[src/rtl/serial_adder_pkg.sv]
// Shared types and helpers for the bit-serial adder.
package serial_adder_pkg;

    typedef enum logic [1:0] {
        IDLE  = 2'd0,
        SHIFT = 2'd1,
        DONE  = 2'd2
    } state_t;

    // Counter must hold values 0..width.
    function automatic int unsigned cnt_width(input int unsigned width);
        return $clog2(width + 1);
    endfunction

endpackage

[src/rtl/full_adder_hs.sv]
// Full adder built from two half adders and an OR on the carries.
module full_adder_hs (
    input  logic x,
    input  logic y,
    input  logic c_in,
    output logic sum,
    output logic c_out
);

    logic w_s1;
    logic w_c1;
    logic w_c2;

    half_adder_dataflow u_ha1 (
        .a     (x),
        .b     (y),
        .sum   (w_s1),
        .c_out (w_c1)
    );

    half_adder_dataflow u_ha2 (
        .a     (w_s1),
        .b     (c_in),
        .sum   (sum),
        .c_out (w_c2)
    );

    assign c_out = w_c1 | w_c2;

endmodule

[src/rtl/half_adder_dataflow.sv]
// Combinational half adder in dataflow form.
module half_adder_dataflow (
    input  logic a,
    input  logic b,
    output logic sum,
    output logic c_out
);

    assign sum   = a ^ b;
    assign c_out = a & b;

endmodule

[src/rtl/serial_adder.sv]
// Bit-serial WIDTH-bit adder: parallel load, LSB-first add over WIDTH cycles,
// registered result with a one-cycle done pulse.
module serial_adder
    import serial_adder_pkg::*;
#(
    parameter int unsigned WIDTH = 8
) (
    input  logic             clk,
    input  logic             rst_n,
    input  logic             start,
    input  logic [WIDTH-1:0] a,
    input  logic [WIDTH-1:0] b,
    input  logic             c_in,
    output logic             busy,
    output logic             done,
    output logic [WIDTH-1:0] sum,
    output logic             c_out
);

    localparam int unsigned CW = cnt_width(WIDTH);

    state_t           r_state;
    state_t           w_state_next;
    logic [WIDTH-1:0] r_a_sr;
    logic [WIDTH-1:0] r_b_sr;
    logic [WIDTH-1:0] r_acc;
    logic [WIDTH-1:0] r_sum;
    logic             r_carry;
    logic             r_c_out;
    logic [CW-1:0]    r_cnt;

    logic             w_bit;
    logic             w_carry_next;
    logic             w_last;
    logic [WIDTH-1:0] w_acc_next;

    full_adder_hs u_fa (
        .x     (r_a_sr[0]),
        .y     (r_b_sr[0]),
        .c_in  (r_carry),
        .sum   (w_bit),
        .c_out (w_carry_next)
    );

    // New bit enters at the MSB; the cast form also covers WIDTH == 1.
    assign w_acc_next = WIDTH'({w_bit, r_acc} >> 1);
    assign w_last     = (r_cnt == CW'(WIDTH - 1));

    always_comb begin
        w_state_next = r_state;
        unique case (r_state)
            IDLE:    if (start) w_state_next = SHIFT;
            SHIFT:   if (w_last) w_state_next = DONE;
            DONE:    w_state_next = IDLE;
            default: w_state_next = IDLE;
        endcase
    end

    always_ff @(posedge clk or negedge rst_n) begin
        if (!rst_n) begin
            r_state <= IDLE;
            r_a_sr  <= '0;
            r_b_sr  <= '0;
            r_acc   <= '0;
            r_sum   <= '0;
            r_carry <= 1'b0;
            r_c_out <= 1'b0;
            r_cnt   <= '0;
        end else begin
            r_state <= w_state_next;
            case (r_state)
                IDLE: begin
                    if (start) begin
                        r_a_sr  <= a;
                        r_b_sr  <= b;
                        r_carry <= c_in;
                        r_cnt   <= '0;
                        r_acc   <= '0;
                    end
                end
                SHIFT: begin
                    r_carry <= w_carry_next;
                    r_acc   <= w_acc_next;
                    r_a_sr  <= r_a_sr >> 1;
                    r_b_sr  <= r_b_sr >> 1;
                    r_cnt   <= r_cnt + CW'(1);
                    if (w_last) begin
                        r_sum   <= w_acc_next;
                        r_c_out <= w_carry_next;
                    end
                end
                default: ;
            endcase
        end
    end

    assign busy  = (r_state == SHIFT);
    assign done  = (r_state == DONE);
    assign sum   = r_sum;
    assign c_out = r_c_out;

endmodule

[config.mk]
export PLATFORM = sky130hd
export DESIGN_NAME = serial_adder
export DESIGN_NICKNAME = d
export VERILOG_FILES = /design/src/rtl/serial_adder_pkg.sv /design/src/rtl/full_adder_hs.sv /design/src/rtl/half_adder_dataflow.sv /design/src/rtl/serial_adder.sv
export SDC_FILE = /design/constraint.sdc
export NUM_CORES = 1
export LEC_CHECK = 0
export CAP_MARGIN = 20
export CORE_ASPECT_RATIO = 0.7
export CORE_MARGIN = 3
export CORE_UTILIZATION = 45
export CTS_BUF_LIST = sky130_fd_sc_hd__clkbuf_2 sky130_fd_sc_hd__clkbuf_4 sky130_fd_sc_hd__clkbuf_8
export DETAILED_ROUTE_END_ITERATION = 16
export DONT_BUFFER_PORTS = 1
export GPL_TIMING_DRIVEN = 0
export HOLD_SLACK_MARGIN = 0.1
export PLACE_DENSITY_LB_ADDON = 0.1
export SLEW_MARGIN = 10
export SYNTH_ARGS = -nofsm -noshare
export SYNTH_HDL_FRONTEND = slang
export SYNTH_SLANG_ARGS = --single-unit
export TNS_END_PERCENT = 50
[constraint.sdc]
create_clock -name clk -period 1.9 [get_ports clk]
set_input_delay 0.285 -clock clk [delete_from_list [all_inputs] [get_ports clk]]
set_output_delay 0.285 -clock clk [all_outputs]
set_load 0.05 [all_outputs]
==> impl_results.md <==
- Cell accounting for the most synthesized area: sky130_fd_sc_hd__dfrtp_1
- Maximum number of pins on one net before global-route repair: 40
- Final slew viol count: 0
- Final HPWL from detailed placement: roughly 2.5 mm
- Area overhead of the layout relative to synthesis: 10.58%
- Number of buffers added for setup after CTS: 0
- Fraction of layout cells with a size suffix above 1: 0.1534
- Cell variety after synth: 23
- Max-cap viol count: 0
- Post-route fraction of the period consumed by the critical path: 0.9305
- Total power: 3.346 mW
- Number of fillers in the final layout: between 300 and 400
- Worst-Margin Slew: 0.5301 ns
- Worst vdd rail ir drop: around 0.68 mV
- Most heavily used metal layer in global routing: met1
- Later-pin clock latency in the skew report: approximately 0.28 ns
- RSZ-0062 raised after global routing: false
- Worst setup margin: 0.1320 ns
- Die height: roughly 58 microns
- Met2 usage in global routing: 0.2429
- Total gr overflow: 0
- Worst endpoint required time: approximately 1.6 ns
- Detailed-route via count: around 1200
- Run status: complete, no violations
- Routed len/inst: 16.45 microns
- Kind of end point of the critical path: output port
- Highest attainable clock frequency: about 570 MHz
- Maximum clock path buffer count: 2
- H-tree levels: 2
- Wire length of the first global-routing pass: 5.989 mm
- Number of antenna diodes: 0
- Minimum hold slack: 0.1980 ns
- Placement row count: 18
- PortBufs: 0
- Reg2Reg Setup Slack: just under 0.3 ns
- Static leakage power: just over 0.8 nW
- Final RePlAce weighted congestion: a little under 0.8
- Setup TNS after final layout: 0 ns
- CTS clock-pin slew for the worst setup and hold paths: 0.07 ns
- Fraction of post-synthesis cell area in the top cell type by area: 0.5612
- Final worst clock skew: around 0.0037 ns
- Final Hold Vio Count: 0
- Net count of the finished layout: roughly 190
- Total of endpoints with negative setup slack in the final report: 0
- Length of the first detailed-routing pass in iterations: 4
- Sequential element share of the synthesized area: 0.5612
- Vias per inst: 5.723
- Aggregate routed wire length: roughly 3.5 mm
- Hold Path Cell Cnt: 2
- Yosys warnings: 0
- Launch instance of the worst register-to-register path: r_cnt[0]$_DFFE_PN0P_
- Avg Inst Size Synth: roughly 11 sq um
- Synthesized net count: about 180
- Minimum clock period after layout: between 1.5 and 2 ns
- Global routing met3 resource utilization: 0.04658
- Power Dens Cells: ~1700 nW/um^2
- Tightest Hold Check Type: in2reg
- Classification of the worst setup path: reg2out
- TritonCTS clock tree: built
- Rel. slew slack: 0.6466
- Overall routing resource usage: 0.1709
- Worst setup slack before clock tree synthesis: -0.2127 ns
- Worst flop-to-flop path endpoint: c_out$_DFFE_PN0P_
- Destination of the critical timing path: busy
- Die X: around 80 microns
- Seq cells post-synth: 39
- Number of global-route vias before repair: between 1000 and 1500
- Initial core utilization: 0.4796
- TritonCTS sink count: 39
- WP data arrival: ~1.5 ns
- Kind of launch point of the worst setup path: register
- Ports placed on the boundary: 31
- Utilization after layout: 0.5304
- Antenna violations before repair: 0
- Iteration-0 DRC Markers: between 40 and 50
- Post-route DRC violation count: 0
- Total Die Area: 4659 sq um
- Core area: approximately 3600 sq um
- Summed instance area of the synthesized netlist: around 1700 sq um
- Number of cells on the worst reg-to-reg path: 4
- Library cell used as clock root buffer: sky130_fd_sc_hd__clkbuf_8
- Number of nets still failing antenna checks after routing: 0
- Total CTS buffers: 5
- Worst-path maximum fanout: 10
- Largest cells by area after synthesis: sky130_fd_sc_hd__dfrtp_1 56%, sky130_fd_sc_hd__mux2_2 6.5%, sky130_fd_sc_hd__nor2b_1 6.5%
- FF/Latch Area: 975.9 sq um
- Instance count of the mapped netlist: between 150 and 200
- Startpoint of the most critical setup path: r_state[1]$_DFFE_PN0P_
- GRT met1 Usage: 0.2518
- Area used by multi-input combinational logic: about 720 sq um
==> synth_stat cells (all sizes together) <==
library cell and instances:
o21ai 18, and3b 1, nand2 6, nand3 3, fa 1, nor2 2, buf 3, or3 1
a21oi 18, clkbuf 7, ha 1, a22oi 14, nor3 1, nor2b 18, o21bai 1, a22o 9
inv 1, nand2b 1, mux2 10, dfrtp 39
==> stage by stage <==
step                instance area [sq um]  instances
floorplan                            1739        155
global placement                     1802        205
detailed placement                   1802        205
CTS                                  1923        213
global route                         1923        213
finish                               1923        213
==> sequential cells by signal, indices dropped and copies added (netlist names) <==
register,count
r_carry,1
sum,8
r_b_sr,8
r_state,2
r_a_sr,8
r_cnt,4
c_out,1
r_acc,7
==> worst min-delay path by stage <==
| stage | startpoint | end | slack (ns) |
|---|---|---|---|
| 2_1_floorplan | rst_n | c_out$_DFFE_PN0P_ | -0.01 |
| 3_3_place_gp | rst_n | sum[0]$_DFFE_PN0P_ | -0.01 |
| 3_5_place_dp | rst_n | sum[0]$_DFFE_PN0P_ | -0.01 |
| 4_1_cts | a[2] | r_a_sr[2]$_DFFE_PN0P_ | 0.19 |
| 5_1_grt | a[2] | r_a_sr[2]$_DFFE_PN0P_ | 0.21 |
| 6_report | a[2] | r_a_sr[2]$_DFFE_PN0P_ | 0.20 |
==> routing by layer <==
| metal | share of wire | vias to the layer above |
|---|---|---|
| met5 | 0 | - |
| met4 | 0.0091 | 0 |
| met3 | 0.059 | 4 |
| met2 | 0.45 | 41 |
| met1 | 0.49 | 599 |
| li1 | - | 575 |
==> logic make-up after synthesis <==
kind of cell / count (synthesis) / synth area share
flops: 39 / 0.5612
fa+ha+maj: 2 / 0.01870
compound gates: 60 / 0.2137
mux: 10 / 0.06475
buf+inv: 11 / 0.02805
simple gates: 33 / 0.1137
==> cell usage in the layout (no fill, tap or decap), types with 2 or more instances in the layout <==
master / synthesis / layout
sky130_fd_sc_hd__dfrtp_1: 39 / 39
sky130_fd_sc_hd__a21oi_1: 18 / 18
sky130_fd_sc_hd__o21ai_0: 17 / 17
sky130_fd_sc_hd__nor2b_1: 18 / 17
sky130_fd_sc_hd__a22oi_1: 14 / 14
sky130_fd_sc_hd__mux2_2: 10 / 10
sky130_fd_sc_hd__a22o_1: 9 / 9
sky130_fd_sc_hd__nand2_1: 6 / 6
sky130_fd_sc_hd__clkbuf_8: 0 / 6
sky130_fd_sc_hd__clkbuf_1: 6 / 5
sky130_fd_sc_hd__nand3_1: 3 / 3
sky130_fd_sc_hd__buf_2: 2 / 2
sky130_fd_sc_hd__nor2_1: 2 / 2
==> repair_timing <==
action,in CTS,in global routing
resized for setup,2,0
hold buffers,2,0
endpoints found under the hold margin,39,0
endpoints found under the setup margin,1,0
==> power by group <==
group / leakage [nW] / switching, mW / internal (mW)
sequential: 0.509 / 0.564 / 1.16
clock: 0.0470 / 0.260 / 0.284
combinational: 0.272 / 0.590 / 0.483
total: 0.829 / 1.41 / 1.93
==> critical path, stage by stage, from the launching register on <==
cell	delay, ns
sky130_fd_sc_hd__dfrtp_1	0.40
sky130_fd_sc_hd__nand2b_2	0.24
sky130_fd_sc_hd__inv_1	0.14
sky130_fd_sc_hd__buf_2	0.41
==> layout make-up <==
cell class,count,area share
repair buffers,2,0.01561
multi-input cells,105,0.3754
plain buffers,9,0.02147
inverters,1,0.001952
flip-flops and latches,39,0.5075
clock buffers,6,0.04294
clock inverters,1,0.002602
well taps,50,0.03253
No activity file was read; power rests on OpenSTA's default activity.
